===== config.mk =====
export PLATFORM = sky130hd
export DESIGN_NAME = tile_grid_flip_ctrl_flat
export DESIGN_NICKNAME = d
export VERILOG_FILES = /design/src/rtl/tile_grid_flip_ctrl_pkg.sv /design/src/rtl/tile_grid_flip_ctrl_if.sv /design/src/rtl/tile_grid_flip_ctrl_hit.sv /design/src/rtl/tile_grid_flip_ctrl.sv /design/src/flat_wrapper.sv
export SDC_FILE = /design/constraint.sdc
export NUM_CORES = 1
export LEC_CHECK = 0
export CORE_MARGIN = 4
export CORE_UTILIZATION = 49
export CTS_CLUSTER_DIAMETER = 100
export DETAILED_ROUTE_END_ITERATION = 8
export PLACE_DENSITY = 0.82
export SLEW_MARGIN = 20
export SYNTH_ARGS = -nofsm -noshare
export SYNTH_HDL_FRONTEND = slang
export SYNTH_SLANG_ARGS = --single-unit

===== constraint.sdc =====
create_clock -name clk -period 3.4 [get_ports clk]
set_clock_uncertainty 0.05 [all_clocks]
set_input_delay 0.85 -clock clk [delete_from_list [all_inputs] [get_ports clk]]
set_output_delay 0.85 -clock clk [all_outputs]
set_load 0.01 [all_outputs]

===== src/rtl/tile_grid_flip_ctrl_pkg.sv =====
// Shared types and default geometry for the tile memory-game controller.
package tile_grid_flip_ctrl_pkg;

   typedef enum logic [1:0] {
      S_IDLE,
      S_ONE,
      S_HOLD,
      S_DONE
   } tile_state_t;

   localparam int unsigned COORD_W = 12;
   localparam int unsigned PIX_W   = 11;
   localparam int unsigned RGB_W   = 12;
   localparam int unsigned SCREEN_LIMIT = 4096;

   localparam int unsigned DEF_COLS        = 4;
   localparam int unsigned DEF_ROWS        = 2;
   localparam int unsigned DEF_X0          = 64;
   localparam int unsigned DEF_Y0          = 64;
   localparam int unsigned DEF_TILE_W      = 128;
   localparam int unsigned DEF_TILE_H      = 128;
   localparam int unsigned DEF_GAP         = 16;
   localparam int unsigned DEF_HOLD_CYCLES = 65_000_000;

   // Pair-id width; a single pair still needs one bit to hold its id.
   function automatic int unsigned pair_id_width(input int unsigned n);
      return (n > 2) ? $clog2(n / 2) : 1;
   endfunction

endpackage


===== src/rtl/tile_grid_flip_ctrl_if.sv =====
// Mouse and pixel-stream bundle between the input/draw chain and the game controller.
interface tile_grid_flip_ctrl_if;
   import tile_grid_flip_ctrl_pkg::*;

   logic               mouse_left;
   logic [COORD_W-1:0] xpos;
   logic [COORD_W-1:0] ypos;
   logic [PIX_W-1:0]   hcount;
   logic [PIX_W-1:0]   vcount;
   logic [RGB_W-1:0]   rgb_in;
   logic [RGB_W-1:0]   rgb_face;
   logic [RGB_W-1:0]   rgb_back;
   logic [RGB_W-1:0]   rgb_out;

   modport master (
      output mouse_left, xpos, ypos, hcount, vcount, rgb_in, rgb_face, rgb_back,
      input  rgb_out
   );

   modport slave (
      input  mouse_left, xpos, ypos, hcount, vcount, rgb_in, rgb_face, rgb_back,
      output rgb_out
   );

endinterface


===== src/rtl/tile_grid_flip_ctrl_hit.sv =====
// Combinational tile hit test: maps a coordinate to the tile it falls in, if any.
module tile_hit_decoder
   import tile_grid_flip_ctrl_pkg::*;
#(
   parameter int unsigned COLS   = DEF_COLS,
   parameter int unsigned ROWS   = DEF_ROWS,
   parameter int unsigned X0     = DEF_X0,
   parameter int unsigned Y0     = DEF_Y0,
   parameter int unsigned TILE_W = DEF_TILE_W,
   parameter int unsigned TILE_H = DEF_TILE_H,
   parameter int unsigned GAP    = DEF_GAP,
   parameter int unsigned IW     = $clog2(COLS * ROWS)
)
(
   input  logic [COORD_W-1:0] x,
   input  logic [COORD_W-1:0] y,
   output logic [IW-1:0]      tile_idx,
   output logic               hit_valid
);

   logic [31:0]     xe;
   logic [31:0]     ye;
   logic [COLS-1:0] col_hit;
   logic [ROWS-1:0] row_hit;

   assign xe = 32'(x);
   assign ye = 32'(y);

   // Per-column and per-row range checks: start inclusive, end exclusive.
   always_comb begin
      col_hit = '0;
      row_hit = '0;
      for (int unsigned c = 0; c < COLS; c++) begin
         col_hit[c] = (xe >= X0 + c * (TILE_W + GAP)) &&
                      (xe <  X0 + c * (TILE_W + GAP) + TILE_W);
      end
      for (int unsigned r = 0; r < ROWS; r++) begin
         row_hit[r] = (ye >= Y0 + r * (TILE_H + GAP)) &&
                      (ye <  Y0 + r * (TILE_H + GAP) + TILE_H);
      end
   end

   // Combine row and column hits into a linear tile index (row-major).
   always_comb begin
      hit_valid = 1'b0;
      tile_idx  = '0;
      for (int unsigned r = 0; r < ROWS; r++) begin
         for (int unsigned c = 0; c < COLS; c++) begin
            if (row_hit[r] && col_hit[c]) begin
               hit_valid = 1'b1;
               tile_idx  = IW'(r * COLS + c);
            end
         end
      end
   end

endmodule


===== src/rtl/tile_grid_flip_ctrl.sv =====
// Memory-game controller: click detection, two-card flip/compare/hold FSM and
// per-pixel selection of face image, card back or background.
module tile_grid_flip_ctrl
   import tile_grid_flip_ctrl_pkg::*;
#(
   parameter int unsigned COLS        = DEF_COLS,
   parameter int unsigned ROWS        = DEF_ROWS,
   parameter int unsigned X0          = DEF_X0,
   parameter int unsigned Y0          = DEF_Y0,
   parameter int unsigned TILE_W      = DEF_TILE_W,
   parameter int unsigned TILE_H      = DEF_TILE_H,
   parameter int unsigned GAP         = DEF_GAP,
   parameter int unsigned HOLD_CYCLES = DEF_HOLD_CYCLES
)
(
   input  logic                     clk,
   input  logic                     rst,
   tile_grid_flip_ctrl_if.slave     bus,
   input  logic [COLS*ROWS*pair_id_width(COLS*ROWS)-1:0] pair_map,
   output logic [COLS*ROWS-1:0]     face_up,
   output logic [COLS*ROWS-1:0]     matched,
   output logic [pair_id_width(COLS*ROWS):0] pairs_found,
   output logic                     match_p,
   output logic                     miss_p,
   output logic                     done
);

   localparam int unsigned N  = COLS * ROWS;
   localparam int unsigned IW = $clog2(N);
   localparam int unsigned PW = pair_id_width(N);
   localparam int unsigned CW = $clog2(HOLD_CYCLES + 1);

   localparam logic [CW-1:0] HOLD_LOAD = CW'(HOLD_CYCLES - 1);
   localparam logic [PW:0]   PAIRS_ALL = (PW + 1)'(N / 2);

   if ((N < 2) || ((N % 2) != 0)) begin : g_bad_tile_count
      $error("tile_grid_flip_ctrl: COLS*ROWS must be even and at least 2");
   end
   if ((X0 + COLS * TILE_W + (COLS - 1) * GAP > SCREEN_LIMIT) ||
       (Y0 + ROWS * TILE_H + (ROWS - 1) * GAP > SCREEN_LIMIT)) begin : g_bad_geometry
      $error("tile_grid_flip_ctrl: tile grid does not fit 12-bit coordinates");
   end
   if (HOLD_CYCLES < 1) begin : g_bad_hold
      $error("tile_grid_flip_ctrl: HOLD_CYCLES must be at least 1");
   end

   tile_state_t       state_q, state_d;
   logic              btn_q;
   logic              click;
   logic              eligible;
   logic [IW-1:0]     first_q, first_d;
   logic [CW-1:0]     cnt_q, cnt_d;
   logic [N-1:0]      up_q, up_d;
   logic [N-1:0]      mat_q, mat_d;
   logic [PW:0]       pairs_q, pairs_d;
   logic              mp_q, mp_d;
   logic              ms_q, ms_d;
   logic [PW-1:0]     pid_first, pid_click;

   logic [IW-1:0]     m_idx;
   logic              m_hit;
   logic [IW-1:0]     p_idx;
   logic              p_hit;
   logic [RGB_W-1:0]  rgb_q;

   tile_hit_decoder #(
      .COLS(COLS), .ROWS(ROWS), .X0(X0), .Y0(Y0),
      .TILE_W(TILE_W), .TILE_H(TILE_H), .GAP(GAP), .IW(IW)
   ) u_mouse_hit (
      .x         (bus.xpos),
      .y         (bus.ypos),
      .tile_idx  (m_idx),
      .hit_valid (m_hit)
   );

   tile_hit_decoder #(
      .COLS(COLS), .ROWS(ROWS), .X0(X0), .Y0(Y0),
      .TILE_W(TILE_W), .TILE_H(TILE_H), .GAP(GAP), .IW(IW)
   ) u_pixel_hit (
      .x         ({1'b0, bus.hcount}),
      .y         ({1'b0, bus.vcount}),
      .tile_idx  (p_idx),
      .hit_valid (p_hit)
   );

   // A click is the cycle where the button is high and was low last cycle;
   // holding the button while dragging therefore never re-triggers.
   assign click     = bus.mouse_left && !btn_q;
   assign eligible  = click && m_hit && !up_q[m_idx] && !mat_q[m_idx];
   assign pid_first = pair_map[first_q*PW +: PW];
   assign pid_click = pair_map[m_idx*PW +: PW];

   // Button history for edge detection.
   always_ff @(posedge clk or negedge rst) begin
      if (!rst) begin
         btn_q <= 1'b0;
      end else begin
         btn_q <= bus.mouse_left;
      end
   end

   // Game state register: FSM, first pick, hold timer, tile masks, pulses.
   always_ff @(posedge clk or negedge rst) begin
      if (!rst) begin
         state_q <= S_IDLE;
         first_q <= '0;
         cnt_q   <= '0;
         up_q    <= '0;
         mat_q   <= '0;
         pairs_q <= '0;
         mp_q    <= 1'b0;
         ms_q    <= 1'b0;
      end else begin
         state_q <= state_d;
         first_q <= first_d;
         cnt_q   <= cnt_d;
         up_q    <= up_d;
         mat_q   <= mat_d;
         pairs_q <= pairs_d;
         mp_q    <= mp_d;
         ms_q    <= ms_d;
      end
   end

   // Next-state logic: flip first card, compare second, hold a mismatch, finish.
   always_comb begin
      state_d = state_q;
      first_d = first_q;
      cnt_d   = cnt_q;
      up_d    = up_q;
      mat_d   = mat_q;
      pairs_d = pairs_q;
      mp_d    = 1'b0;
      ms_d    = 1'b0;
      case (state_q)
         S_IDLE: begin
            if (eligible) begin
               up_d[m_idx] = 1'b1;
               first_d     = m_idx;
               state_d     = S_ONE;
            end
         end
         S_ONE: begin
            // The first card is already face-up, so it is never eligible here.
            if (eligible) begin
               if (pid_first == pid_click) begin
                  mat_d[first_q] = 1'b1;
                  mat_d[m_idx]   = 1'b1;
                  up_d           = '0;
                  pairs_d        = pairs_q + (PW + 1)'(1);
                  mp_d           = 1'b1;
                  state_d        = (pairs_d == PAIRS_ALL) ? S_DONE : S_IDLE;
               end else begin
                  up_d[m_idx] = 1'b1;
                  ms_d        = 1'b1;
                  cnt_d       = HOLD_LOAD;
                  state_d     = S_HOLD;
               end
            end
         end
         S_HOLD: begin
            if (cnt_q == '0) begin
               up_d    = '0;
               state_d = S_IDLE;
            end else begin
               cnt_d = cnt_q - CW'(1);
            end
         end
         S_DONE: begin
            state_d = S_DONE;
         end
         default: begin
            state_d = S_IDLE;
         end
      endcase
   end

   // Output pixel register: face if revealed, back if covered, else background.
   always_ff @(posedge clk or negedge rst) begin
      if (!rst) begin
         rgb_q <= '0;
      end else if (p_hit && (up_q[p_idx] || mat_q[p_idx])) begin
         rgb_q <= bus.rgb_face;
      end else if (p_hit) begin
         rgb_q <= bus.rgb_back;
      end else begin
         rgb_q <= bus.rgb_in;
      end
   end

   assign bus.rgb_out = rgb_q;
   assign face_up     = up_q;
   assign matched     = mat_q;
   assign pairs_found = pairs_q;
   assign match_p     = mp_q;
   assign miss_p      = ms_q;
   assign done        = (state_q == S_DONE);

endmodule

===== src/flat_wrapper.sv =====
// flat-port wrapper written by rule: the top's interface ports become plain ports
module tile_grid_flip_ctrl_flat import tile_grid_flip_ctrl_pkg::*;
#(
   parameter int unsigned COLS        = DEF_COLS,
   parameter int unsigned ROWS        = DEF_ROWS,
   parameter int unsigned X0          = DEF_X0,
   parameter int unsigned Y0          = DEF_Y0,
   parameter int unsigned TILE_W      = DEF_TILE_W,
   parameter int unsigned TILE_H      = DEF_TILE_H,
   parameter int unsigned GAP         = DEF_GAP,
   parameter int unsigned HOLD_CYCLES = DEF_HOLD_CYCLES
)
  (clk, rst, pair_map, face_up, matched, pairs_found, match_p, miss_p, done, bus_mouse_left, bus_xpos, bus_ypos, bus_hcount, bus_vcount, bus_rgb_in, bus_rgb_face, bus_rgb_back, bus_rgb_out);
  tile_grid_flip_ctrl_if bus_i ();
  input  logic clk;
  input  logic rst;
  input  logic [COLS*ROWS*pair_id_width(COLS*ROWS)-1:0] pair_map;
  output logic [COLS*ROWS-1:0] face_up;
  output logic [COLS*ROWS-1:0] matched;
  output logic [pair_id_width(COLS*ROWS):0] pairs_found;
  output logic match_p;
  output logic miss_p;
  output logic done;
  input wire logic [$bits(bus_i.mouse_left)-1:0] bus_mouse_left;
  input wire logic [$bits(bus_i.xpos)-1:0] bus_xpos;
  input wire logic [$bits(bus_i.ypos)-1:0] bus_ypos;
  input wire logic [$bits(bus_i.hcount)-1:0] bus_hcount;
  input wire logic [$bits(bus_i.vcount)-1:0] bus_vcount;
  input wire logic [$bits(bus_i.rgb_in)-1:0] bus_rgb_in;
  input wire logic [$bits(bus_i.rgb_face)-1:0] bus_rgb_face;
  input wire logic [$bits(bus_i.rgb_back)-1:0] bus_rgb_back;
  output wire logic [$bits(bus_i.rgb_out)-1:0] bus_rgb_out;
  assign bus_i.mouse_left = bus_mouse_left;
  assign bus_i.xpos = bus_xpos;
  assign bus_i.ypos = bus_ypos;
  assign bus_i.hcount = bus_hcount;
  assign bus_i.vcount = bus_vcount;
  assign bus_i.rgb_in = bus_rgb_in;
  assign bus_i.rgb_face = bus_rgb_face;
  assign bus_i.rgb_back = bus_rgb_back;
  assign bus_rgb_out = bus_i.rgb_out;
  tile_grid_flip_ctrl #(.COLS(COLS), .ROWS(ROWS), .X0(X0), .Y0(Y0), .TILE_W(TILE_W), .TILE_H(TILE_H), .GAP(GAP), .HOLD_CYCLES(HOLD_CYCLES)) u_core (.clk(clk), .rst(rst), .bus(bus_i), .pair_map(pair_map), .face_up(face_up), .matched(matched), .pairs_found(pairs_found), .match_p(match_p), .miss_p(miss_p), .done(done));
endmodule

==> Word level (Yosys, flattened, before mapping) <==
Cells that the tools add are included.
{ "totals": {"ff_bits": 65, "latchBits": 0, "ram_bits": 0, "rom_bits": 0, "inputBits": 101, "output_inout_bits": 34, "word_cells": 169, "memories": 0} }
{ "op_classes": {"add_sub_neg": 2, "n_mul": 0, "n_div": 0, "magnitude_cmp": 29, "n_eq_ne": 10, "shift": 2, "mux": 65, "bitwise_logic": 3, "reduce_logical": 48} }
{ "ops": {"columns": ["op", "n"], "rows": [
  ["2-to-1 mux 26 bit", 3],
  ["case mux 26 bit (2 select lines)", 1],
  ["less-than comparator 12 x 9 -> 1 bit (second input constant)", 3],
  ["2-to-1 mux 3 bit", 12],
  ["logical AND 1 bit", 35],
  ["less-than comparator 11 x 9 -> 1 bit (second input constant)", 3],
  ["2-to-1 mux 8 bit", 4],
  ["variable part select 16 x 5 -> 2 bit", 2],
  ["2-to-1 mux 1 bit", 30],
  ["zero test 26 bit", 1],
  ["subtractor 26 x 1 -> 26 bit (second input constant)", 1],
  [">= comparator 12 x 7 -> 1 bit (second input constant)", 2],
  [">= comparator 12 x 8 -> 1 bit (second input constant)", 2],
  [">= comparator 12 x 9 -> 1 bit (second input constant)", 2],
  ["less-than comparator 12 x 8 -> 1 bit (second input constant)", 2],
  ["2-to-1 mux 12 bit", 2],
  ["bitwise OR 8 bit", 3],
  ["case mux 8 bit (3 select lines)", 1],
  [">= comparator 11 x 7 -> 1 bit (second input constant)", 2],
  [">= comparator 11 x 8 -> 1 bit (second input constant)", 2],
  [">= comparator 11 x 9 -> 1 bit (second input constant)", 2],
  ["less-than comparator 11 x 8 -> 1 bit (second input constant)", 2],
  ["binary-select mux 1 bit (select 3 bit)", 4],
  ["less-than comparator 12 x 10 -> 1 bit (second input constant)", 1],
  ["21 further kinds", 37]
]} }

==> Logic depth before layout (Yosys ltp) <==
{ "logic_depth": {"ltp_word": 18, "depth_mapped": 12, "depth_no_buf": 9} }

==> Cells and area by module <==
From an unflattened synthesis, not the netlist that was laid out.
{ "unflattened": {"hier_cells": 459, "hier_area_um2": 4144.0} }
{ "by_module_without_submodules": {"columns": ["mod", "n_inst", "cells_each", "area_each_um2", "seq_area_each_um2"], "rows": [
  ["tile_grid_flip_ctrl", 1, 387, 3716.1, 1626.6],
  ["tile_hit_decoder", 2, 36, 214.0, 0.0]
]} }

==> Worst setup path before layout <==
No wires, ideal clock.
{ "synth_timing": {"path_kind": "input port to flip-flop", "from": "input bus_xpos[10]", "to": "register u_core.cnt_q[13]", "setup_ns": 0.124, "t_arrival_ns": 3.634, "t_required_ns": 3.226, "path_slack_ns": -0.408, "path_stages": 10, "path_buffers": 1, "path_cell_list": "or2_1 -> buf_2 -> or4_4 -> or3_4 -> a31oi_4 -> nor2_2 -> or3_4 -> a311oi_4 -> nor2_2 -> a211o_1"} }
{ "synth_via": {"elab_chain_len": 17, "word_cells_on_any_way": 49, "cone_classes": "order compare (8); eq/ne (3); shift (1); mux (19); reduce/logical (18)"} }
{ "synth_rtl": {"columns": ["item", "line_no", "rtl"], "rows": [
  ["start, declared", "flat_wrapper.sv:25", "input wire logic [$bits(bus_i.xpos)-1:0] bus_xpos;"],
  ["branches (longest 16 deep; another with >= comparator 12 x 8 -> 1 bit)", null, null],
  ["AND reduction 4 bit (no source line) (*)", null, null],
  ["end signal, assigned", "tile_grid_flip_ctrl.sv:116", "cnt_q <= cnt_d;"],
  ["end, declared", "tile_grid_flip_ctrl.sv:52", "logic [CW-1:0] cnt_q, cnt_d;"]
]} }
Every way passes the cells marked *. The select of a mux whose other input is x is not followed.
A chain may end at the register's enable or synchronous reset.

==> Worst setup path in the final report <==
{ "layout_timing": {"from": "input bus_xpos[11]", "to": "register u_core.cnt_q[24]"} }
Same word-level chain as after synthesis.

==> out/results.ini <==
[status]
status = finished, violations left
violations = negative setup slack

[global_routing]
antenna_found_initial = 0
grt_usage_pct = 31.1
grt_pass1_wl_um = 28600
grt_max_degree = 66
grt_pass1_vias = 5834
grt_overflow = 0

[layout]
final_net_count = 881
layout_common_cells = buf_4, clkdlybuf4s50_1, dfrtp_1, nor2_1, nand2_1
stdcell_area_mm2 = 0.00790
layoutNonFillerInstCount = 906
n_antenna_cell = 0
drive_gt1_share_pct = 36.7
regArea_mm2 = 0.00163
multi_input_comb_area_mm2 = 0.00371
fin_util_pct = 84.7
syn_to_final_growth_pct = 66.3
final_common_cell = buf_4
nFillCells = 489

[yosys]
syn_area_per_cell_um2 = 8.74
seq_area_frac_synth_pct = 34.2
synth_edf_count = 0
async_flop_share_pct = 100
ys_seq_elements = 65
synthDistinctLibCells = 72
synthCells = 544
ys_warn_count = 0
syn-num-nets = 653
netlist_area_mm2 = 0.00475
synthFlopType = dfrtp_1

[timing]
setup-tns-final_ns = -1.88
drv_slew = 0
setup_violations = 41
hold_ws_ns = 0.432
min_period_ns = 3.52
post-route-period-util_pct = 104
worst_pin_slew_ns = 0.848
slew_headroom_pct = 43.5
setup_ws_ns = -0.122
clock.fmax_mhz = 284
rsz0062_at_grt = yes
hold_viol = 0

[cts]
path_clk_slew_ns = 0.07
htreeDepth = 3
cts_buffers = 9
clock_latency_ns = 0.34
numClockSinks = 65
root_buffer = clkbuf_8
clk_path_buf_depth = 2
cts_tree = yes
hold_buffers = 0

[critical_path]
crit_path_start_kind = input pin
crit_arrival_ns = 3.73
worstSetupEndpointType = flop
ff2ff_setup_slack_ns = 0.16
slowest_delay_ns = 0.51
path_cells = buf_6, or2_1, or4_4, or3_4, a31o_1, a32oi_2, o211ai_1, buf_4, a311oi_4, buf_12, buf_4, o2bb2ai_2, a21oi_1
path_class = input pin to flop
slowest_stage = or4_4
crit_path_frequent_cell = buf_4
worst-path-max-fanout = 6
critical_path_required_ns = 3.61
critical_path.top_delay_family = simple AND/OR/NAND/NOR gates
cp_num_buf_inv = 4

[hold_path]
hold_path.class = flop to flop

[die]
start_util_pct = 50.9
die_w_um = 106
die_height_um = 106
coreArea_mm2 = 0.00933
rows = 35
die-area_mm2 = 0.0113
io_pins = 135

[route]
antenna_left = 0
wl_per_cell_um = 21.5
drc = 0
dr.pass1.iters = 5
wirelength_um = 19400
viasPerCell = 6.38
drt_iter0_markers = 565
via_count = 5776

[place]
dpl.cell_count = 860
dp_hpwl_um = 12300
dpl_worst_slack_ns = -0.825
portBuffers = 118
place_congestion = 0.950
place_area_mm2 = 0.00681

[pwr]
ir_drop_v = 0.000223
p_total_mw = 1.82
leakage_nw = 3.31
p_per_area_mw_per_mm2 = 230

[job]
cap_viol_max_count = 0

-- flip-flops by register name, indices dropped and copies added, names as in the netlist --
| signal | count |
|---|---|
| u_core.cnt_q | 26 |
| u_core.match_p | 1 |
| u_core.first_q | 3 |
| u_core.miss_p | 1 |
| u_core.btn_q | 1 |
| u_core.matched | 8 |
| u_core.state_q | 2 |
| u_core.bus.rgb_out | 12 |
| u_core.face_up | 8 |
| u_core.pairs_found | 3 |
-- final timing paths --
check                                  start                end  cells after the start
max                             bus_xpos[11]   u_core.cnt_q[24]                     13
min                        u_core.matched[1]  u_core.matched[1]                      1
max reg2reg                  u_core.cnt_q[8]   u_core.cnt_q[19]                      9
min reg2reg                u_core.matched[1]  u_core.matched[1]                      1
max in group asynchronous                rst   u_core.cnt_q[19]                      2
min in group asynchronous                rst  u_core.matched[1]                      2
-- logic make-up (layout without fill, tap and decap cells) --
| kind of cell | count (synthesis) | count (layout) | synth area share, % |
|---|---|---|---|
| compound gates | 161 | 161 | 24.4 |
| xor+xnor | 4 | 4 | 0.737 |
| fa+ha+maj | 8 | 8 | 2.11 |
| buf+inv | 43 | 276 | 3.69 |
| flops | 65 | 65 | 34.2 |
| mux | 41 | 41 | 9.87 |
| simple gates | 222 | 222 | 24.9 |
-- power breakdown --
| group | total (mW) | switching (mW) | internal (mW) |
|---|---|---|---|
| Sequential | 0.785 | 0.00254 | 0.782 |
| Combinational | 0.374 | 0.171 | 0.203 |
| Clock | 0.658 | 0.300 | 0.358 |
| Total | 1.82 | 0.474 | 1.34 |
-- layer usage --
metal	up-vias	track usage, %	part of all wire (%)
li1	2537	-	-
met1	2755	38.3	37
met2	402	53.6	49
met3	82	6.50	10
met4	0	11.5	3.8
met5	-	0	0
-- worst register-to-register path: stages, from the launching register on --
cell and delay (ns):
dfrtp_1 0.45, or3_1 0.44, nor3_1 0.47, and3_1 0.39, and4_1 0.49, nor2_1 0.15, nand2_1 0.25, o21ai_0 0.19
o31ai_2 0.11, a31oi_1 0.10
-- final cells by class --
class | count | area share, %
Multi-Input combinational cell | 436 | 46.9
Timing Repair Buffer | 243 | 27.3
Sequential cell | 65 | 20.6
Tap cell | 129 | 2.04
Clock buffer | 13 | 1.88
Inverter | 17 | 0.807
Clock inverter | 3 | 0.507
-- Yosys cell counts (11+ instances only) --
cell      number  area share [%]
dfrtp_1       65              34
nor2_1        53             4.2
nor3_1        37             3.9
nand2_1       32             2.5
mux2_2        27             6.4
a21oi_1       25             2.6
nand3_1       21             2.2
clkbuf_1      20             1.6
o21ai_0       18             1.9
inv_1         16             1.3
o21a_1        15             2.4
nor4_1        13             1.7
mux2i_1       12             2.5
a21o_1        11             1.7
o22ai_1       11             1.4
-- timing repair --
item,in CTS,in global routing
setup buffers,21,10
gates cloned,2,1
endpoints found under the hold margin,0,0
resized for setup,124,70
pin swaps,43,37
setup endpoints to repair,64,62
Note: power is estimated with default switching activity, not from simulation.
